===== config.mk =====
export PLATFORM = sky130hd
export DESIGN_NAME = pwm_multi_ch
export DESIGN_NICKNAME = d
export VERILOG_FILES = /design/src/rtl/pwm_pkg.sv /design/src/rtl/pwm_channel.sv /design/src/rtl/pwm_multi_ch.sv
export SDC_FILE = /design/constraint.sdc
export NUM_CORES = 1
export LEC_CHECK = 0
export BUFFER_PORTS_ARGS = -buffer_cell sky130_fd_sc_hd__buf_2
export CAP_MARGIN = 20
export CORE_ASPECT_RATIO = 0.8
export CORE_MARGIN = 5
export CORE_UTILIZATION = 43
export CTS_BUF_LIST = sky130_fd_sc_hd__clkbuf_8
export DETAILED_ROUTE_END_ITERATION = 10
export SYNTH_ARGS = -nofsm -noshare
export SYNTH_HDL_FRONTEND = slang
export SYNTH_HIERARCHICAL = 1
export SYNTH_SLANG_ARGS = --single-unit

===== constraint.sdc =====
create_clock -name clk -period 2.5 [get_ports clk]
set_input_delay 0 -clock clk [delete_from_list [all_inputs] [get_ports clk]]
set_output_delay 0 -clock clk [all_outputs]
set_load 0.01 [all_outputs]

===== src/rtl/pwm_pkg.sv =====
// pwm_pkg: shared defaults, duty code type and the duty-to-threshold mapping
// used by pwm_multi_ch and pwm_channel.
package pwm_pkg;

    localparam int unsigned CBITS_DEF = 18;
    localparam int unsigned DBITS_DEF = 4;
    localparam int unsigned NCH_DEF   = 4;

    typedef logic [DBITS_DEF-1:0] duty_t;

    // Compare threshold for duty code d: {1'b0, d, 1'b1, zeros} = (2d+1) * 2^(cbits-dbits-2).
    // Centring each code in its bin keeps duty 0 strictly above zero high time.
    function automatic int unsigned thr(input int unsigned cbits,
                                        input int unsigned dbits,
                                        input int unsigned d);
        return ((2 * d + 1) << (cbits - dbits - 2));
    endfunction

endpackage


===== src/rtl/pwm_channel.sv =====
// pwm_channel: one PWM duty channel.
// Holds the pending/active duty pair; pend takes writes at any time, act
// reloads from pend only on the boundary cycle so a period never changes
// threshold mid-way. Output is registered (one cycle behind pc).
// Ports:
//   clk, rst  clock, asynchronous active-high reset
//   en        enable; output forced low while en=0
//   wr, val   duty write strobe (already decoded for this channel) and code
//   pc        counter value this channel compares against
//   bound     boundary cycle for this channel (en && pc == all-ones)
//   pulse     registered PWM output
module pwm_channel
    import pwm_pkg::*;
#(
    parameter int unsigned CBITS = CBITS_DEF,
    parameter int unsigned DBITS = DBITS_DEF
) (
    input  logic             clk,
    input  logic             rst,
    input  logic             en,
    input  logic             wr,
    input  logic [DBITS-1:0] val,
    input  logic [CBITS-1:0] pc,
    input  logic             bound,
    output logic             pulse
);

    logic [DBITS-1:0] pend;
    logic [DBITS-1:0] act;
    logic [CBITS-1:0] thr_act;

    assign thr_act = CBITS'(thr(CBITS, DBITS, 32'(act)));

    // A write landing on the boundary bypasses pend so it applies next period.
    always_ff @(posedge clk or posedge rst) begin
        if (rst) begin
            pend  <= '0;
            act   <= '0;
            pulse <= 1'b0;
        end else begin
            if (wr) begin
                pend <= val;
            end
            if (bound) begin
                act <= wr ? val : pend;
            end
            pulse <= en && (pc < thr_act);
        end
    end

endmodule


===== src/rtl/pwm_multi_ch.sv =====
// pwm_multi_ch: multi-channel PWM generator with a shared free-running
// period counter, NCH shadowed duty channels and lower/upper bound
// reference pulses for downstream bracketing checks.
// Optional build macro PWM_PHASE_STAGGER_EN: channel i compares against
// cnt + i*2^CBITS/NCH and shadow-updates at its own wrap; reference pulses
// and period_start stay on the unshifted counter.
// Ports:
//   clk, rst      clock, asynchronous active-high reset
//   en            counter/PWM enable (counter holds while low)
//   duty_wr       duty write strobe
//   duty_ch       channel index for the write (out-of-range ignored)
//   duty_val      duty code to write
//   pulse         PWM outputs, bit i = channel i
//   lb_pulse      reference pulse for duty code 0
//   ub_pulse      reference pulse for duty code 2^DBITS-1
//   period_start  one-cycle strobe in the first cycle of each period
module pwm_multi_ch
    import pwm_pkg::*;
#(
    parameter int unsigned CBITS = CBITS_DEF,
    parameter int unsigned NCH   = NCH_DEF,
    parameter int unsigned DBITS = DBITS_DEF,
    localparam int unsigned CHW  = (NCH > 1) ? $clog2(NCH) : 1
) (
    input  logic             clk,
    input  logic             rst,
    input  logic             en,
    input  logic             duty_wr,
    input  logic [CHW-1:0]   duty_ch,
    input  logic [DBITS-1:0] duty_val,
    output logic [NCH-1:0]   pulse,
    output logic             lb_pulse,
    output logic             ub_pulse,
    output logic             period_start
);

    if (CBITS < DBITS + 2) begin : g_bad_cfg
        $error("pwm_multi_ch: CBITS must be >= DBITS+2");
    end

    localparam logic [CBITS-1:0] THR_LB = CBITS'(thr(CBITS, DBITS, 0));
    localparam logic [CBITS-1:0] THR_UB = CBITS'(thr(CBITS, DBITS, (1 << DBITS) - 1));

    logic [CBITS-1:0] cnt;
    logic             boundary;

    assign boundary = en && (&cnt);

    // Shared period counter; frozen while disabled.
    always_ff @(posedge clk or posedge rst) begin
        if (rst) begin
            cnt <= '0;
        end else if (en) begin
            cnt <= cnt + CBITS'(1);
        end
    end

    // Reference pulses and period strobe, aligned with the channel outputs.
    always_ff @(posedge clk or posedge rst) begin
        if (rst) begin
            lb_pulse     <= 1'b0;
            ub_pulse     <= 1'b0;
            period_start <= 1'b0;
        end else begin
            lb_pulse     <= en && (cnt < THR_LB);
            ub_pulse     <= en && (cnt < THR_UB);
            period_start <= boundary;
        end
    end

    // Per-channel write decode and compare counter.
    for (genvar i = 0; i < NCH; i++) begin : g_ch
        logic             wr;
        logic [CBITS-1:0] pc;
        logic             bound;

        assign wr = duty_wr && (duty_ch == CHW'(i));

`ifdef PWM_PHASE_STAGGER_EN
        localparam int unsigned OFF = (i * (1 << CBITS)) / NCH;
        assign pc    = cnt + CBITS'(OFF);
        assign bound = en && (&pc);
`else
        assign pc    = cnt;
        assign bound = boundary;
`endif

        pwm_channel #(
            .CBITS (CBITS),
            .DBITS (DBITS)
        ) u_ch (
            .clk   (clk),
            .rst   (rst),
            .en    (en),
            .wr    (wr),
            .val   (duty_val),
            .pc    (pc),
            .bound (bound),
            .pulse (pulse[i])
        );
    end

`ifndef SYNTHESIS
`ifdef PWM_PHASE_STAGGER_EN
    localparam int unsigned NINV = 1;
`else
    localparam int unsigned NINV = NCH;
`endif
    // Every edge-aligned channel lies between the two reference pulses.
    for (genvar k = 0; k < NINV; k++) begin : g_inv
        a_bound : assert property (@(posedge clk) disable iff (rst)
            (!lb_pulse || pulse[k]) && (ub_pulse || !pulse[k]));
    end
`endif

endmodule


* Word level (Yosys, flattened, before mapping)
Cells that the tools add are included.
** Operators by class
- $add $sub $neg :: 5
- Magnitude comparators :: 6
- Equality and inequality tests :: 3
- Mux-type cells :: 4
- Reductions and logical operators :: 13
** Operators with widths (count)
- < comparator 18 bit :: 4
- adder 5 x 1 -> 6 bit, second input constant :: 4
- adder 18 x 1 -> 18 bit, second input constant :: 1
- < comparator 18 x 13 -> 1 bit, second input constant :: 1
- < comparator 18 x 17 -> 1 bit, second input constant :: 1
- AND reduction 18 bit :: 1
- 2-to-1 mux 4 bit :: 4
- logical AND 1 bit :: 11
- == test 2 bit, second input constant :: 2
- == test 2 x 1 -> 1 bit, second input constant :: 1
- logical NOT 2 bit :: 1
** Storage, ports and cells
- Register bits after elaboration :: 57
- Input port bits :: 10
- Output and inout port bits :: 7
- Word-level logic and storage cells :: 47

* Logic depth before layout (Yosys ltp)
- Depth in word-level cells :: 3
- Mapped depth :: 7

* Hierarchy
Netlist, hierarchy kept.
** By module, submodules not included
- pwm_channel :: times used 4, cells an instance 36, area each 411.6 um2
- pwm_multi_ch :: times used 1, cells an instance 79, area each 938.4 um2

* Worst setup path after synthesis
No wires, ideal clock.
- Kind :: reg-to-reg
- From :: register cnt[13]
- To :: register g_ch[0].u_ch.act[1]
- Setup time :: 0.176 ns
- Arrival :: 2.014 ns
- Setup slack :: 0.310 ns
- Cell stages (with the launch flop) :: 6
- Path buffers :: 0
- Clock period less this slack :: 2.190 ns
- Cells stage by stage :: dfrtp_1 > and3_1 > and3_1 > nand4_1 > nor2_1 > o21ai_0
** Between the ends
- Cells in the longest elaborated chain, start to end :: 2
** RTL lines
- from (decl) :: RTL line pwm_multi_ch.sv:44 : logic [CBITS-1:0] cnt;
- from (signal assigned) :: RTL line pwm_multi_ch.sv:54 : cnt <= cnt + CBITS'(1);
- AND reduction 18 bit :: RTL line pwm_multi_ch.sv:47 : assign boundary = en && (&cnt);
- logical AND 1 bit :: RTL line pwm_multi_ch.sv:47
- net boundary :: RTL line pwm_multi_ch.sv:45 : logic boundary;
- to (signal assigned) :: RTL line pwm_channel.sv:45 : act <= wr ? val : pend;
- to (decl) :: RTL line pwm_channel.sv:29 : logic [DBITS-1:0] act;
The timed path passes the listed nets, and every way through them passes these cells.
A chain may end at the register's enable or synchronous reset.

* Worst setup path in the final report
- From :: register cnt[13]
- To :: register g_ch[2].u_ch.act[1]
** Between the ends
- Cells in the longest elaborated chain, start to end :: 2
** RTL lines (RTL line)
- AND reduction 18 bit :: pwm_multi_ch.sv:47
- logical AND 1 bit :: pwm_multi_ch.sv:47
- net boundary :: pwm_multi_ch.sv:45
- to (signal assigned) :: pwm_channel.sv:45
- to (decl) :: pwm_channel.sv:29
The timed path passes the listed nets, and every way through them passes these cells.

==> flow_summary.toml <==
[outcome]
status = "finished clean"

[placed_design]
place.gp.congestion = 0.721
post-dp-hpwl_microns = 3500
port_buffers = 16
dp_slack_ns = 0.720

[clocking]
cts_made_buffers = 9
clock_latency_ns = 0.33
cts_root_buf = "clkbuf_8"
cts.clk_slew.worst_paths_ns = 0.06
cts_setup_buffers = 0
htree_levels = 3
cts_tree = "yes"
cts_buffer_depth = 2
clkSinkCount = 57

[min_path]
hp-class = "in2reg"

[worst_setup_path]
crit_slowest_cell = "dfrtp_1"
critPathKind = "reg2reg"
cp-start-kind = "flop"
cp_max_fo = 33
cp_cell_sequence = "and3_1, and3_1, nand4_1, nor2_1, buf_4, nand2_1, o21ai_0"
reg2reg_to = "g_ch[2].u_ch/act[1]"
arrival_ns = 2.02
cp-end-kind = "flop"
crit_end = "g_ch[2].u_ch/act[1]"
worst_ep_required_time_ns = 2.74
cp.buffers_inverters = 1
cp_top_family = "simple AND/OR/NAND/NOR gates"
timing.rr.start = "cnt[13]"
r2r_cells = 7
rrSetupSlack_ns = 0.72
critPathMaxStageDelay_ns = 0.54
startpoint = "cnt[13]"
cp.depth = 7
path_common_cell = "and3_1"

[drt]
wl_microns = 4940
viasPerCell = 4.90
drt_iter0_drc = 34
postRouteAntennaNets = 0
dr.pass1.iters = 4
wl_per_cell_microns = 14.6
vias = 1660
drc = 0

[global_route]
grt_pass1_wl_microns = 8560
antenna_found_initial = 0
grt_overflow_total = 0
grt_max_degree = 34
grtUsageTotal = 0.144
grt_pass1_vias = 1729

[pwr]
p_leak_nw = 1.45
pwr-share-comb = 0.106
pwr-share-clk = 0.352
ir_worst_vdd_mv = 0.348
p_per_area_mw_per_mm2 = 679
p_int_w = 0.00151
sequentialPowerShare = 0.542
power_switching_w = 0.000506
netSwitchingFraction = 0.251

[floorplan]
core_sq_mm = 0.00588
dieArea_sq_mm = 0.00767
io_pins = 17
num_rows = 25
die_x_microns = 96.7
start_util = 0.440
die_y_microns = 79.4

[timing]
period_share = 0.713
fmax_ghz = 0.561
slew_viol_final = 0
slew_headroom = 0.468
worst_pin_slew_ns = 0.797
fin_crit_ns = 1.78
fin_ws_ns = 0.718
final_hold_viol_count = 0
finalSetupTns_ns = 0
rsz0062_at_grt = "false"
skew_ns = 0.00731
setup_violations = 0

[yosys]
ys_seq_area_frac = 0.552
ys_types = 28
synth_area_per_cell_sq_um = 11.6
yosys_register_bits = 57
syn-instance-count = 223
synth_nets = 250
syn_area_sq_mm = 0.00258
synth_warnings = 6

[flow_run]
max-cap-violations = 0

[finish]
multi_input_area_sq_mm = 0.00104
syn_to_final_growth_pct = 15.0
final_common_cell = "dfrtp_1"
antennaDiodeCount = 0
fill_cells = 555
final_layout_size_suffix_gt1_frac = 0.202
layout_common_cells = "dfrtp_1, inv_1, nand2_1, mux2_2, ha_1"
regArea_sq_mm = 0.00143
nets = 281
## registers in the layout, indices dropped and copies added (netlist names)
register	flops
lb_pulse	1
g_ch.u_ch/pulse	4
cnt	18
g_ch.u_ch/act	16
period_start	1
ub_pulse	1
g_ch.u_ch/pend	16
## worst register-to-register path, delay by kind of cell (launching register included)
kind	cells	cell delay, ns
and+or+nand+nor	5	0.78
buffers and inverters	1	0.28
DFF	1	0.54
AOI/OAI and AO/OA	1	0.09
## cells in the mapped netlist (all sizes together)
master,number,area (sq um)
or4,1,7.51
inv,25,93.8
nor3,1,5.00
and3b,1,8.76
mux2,17,191
a21oi,8,40.0
nand2,22,82.6
buf,3,23.8
nand3,6,40.0
o22ai,4,25.0
nor2,3,11.3
nor3b,1,7.51
and4,1,8.76
and3,9,62.6
ha,17,213
xnor2,15,131
or2b,1,7.51
o21ai,16,80.1
nand4b,4,35.0
xor2,2,17.5
dfrtp,57,1430
nand4,5,31.3
nor4b,4,35.0
## cell families after synthesis
logic type | synth area share
flops | 0.552
xor+xnor | 0.0576
mux | 0.0741
buf+inv | 0.0455
compound gates | 0.0561
fa+ha+maj | 0.0823
simple gates | 0.133
## power groups by stage
stage,registers [W],logic [W],clock network (W)
2_1_floorplan,0.00109,0.000160,0
3_3_place_gp,0.00111,0.000207,0
3_5_place_dp,0.00111,0.000212,0
4_1_cts,0.00109,0.000220,0.000737
5_1_grt,0.00111,0.000245,0.000774
6_report,0.00109,0.000214,0.000710
## through the flow
stage / utilization / area, sq um / std cells / hold WS [ns] / total power (W)
2_1_floorplan: - / 2580 / 223 / -0.172 / 0.00125
3_3_place_gp: 0.468 / 2750 / 318 / 0.0324 / 0.00131
3_5_place_dp: 0.468 / 2750 / 318 / 0.0369 / 0.00132
4_1_cts: 0.505 / 2970 / 339 / 0.118 / 0.00205
5_1_grt: 0.505 / 2970 / 339 / 0.146 / 0.00213
6_report: 0.505 / 2970 / 339 / 0.145 / 0.00202
## routing by layer
metal,wire length [microns],part of all wire,GRT usage
met2,2110,0.43,0.205
met3,185,0.037,0.0588
met4,61,0.012,0.0505
met1,2590,0.52,0.196
met5,0,0,0
## worst min path at each step
stage / to / cells past startpoint / slack [ns] / from
global route: g_ch[0].u_ch/pend[2] / 3 / 0.15 / duty_ch[0]
CTS: g_ch[0].u_ch/pend[3] / 3 / 0.12 / duty_ch[1]
detailed placement: g_ch[2].u_ch/pulse / 2 / 0.04 / rst
global placement: g_ch[2].u_ch/pulse / 2 / 0.03 / rst
finish: g_ch[0].u_ch/pend[2] / 3 / 0.14 / duty_ch[1]
floorplan: g_ch[0].u_ch/act[0] / 1 / -0.17 / rst
## cell type report
type | count | area share
clock buffers | 10 | 0.0463
clock inverters | 5 | 0.00800
inverters | 25 | 0.0316
multi-input cells | 138 | 0.350
flip-flops and latches | 57 | 0.480
well taps | 81 | 0.0341
repair buffers | 23 | 0.0497
## what timing repair did
item                      in CTS  in global routing
gates resized for setup        0                  0
hold buffers                   6                  0
hold endpoints to repair      71                  0
(Power assumes the default switching activity.)
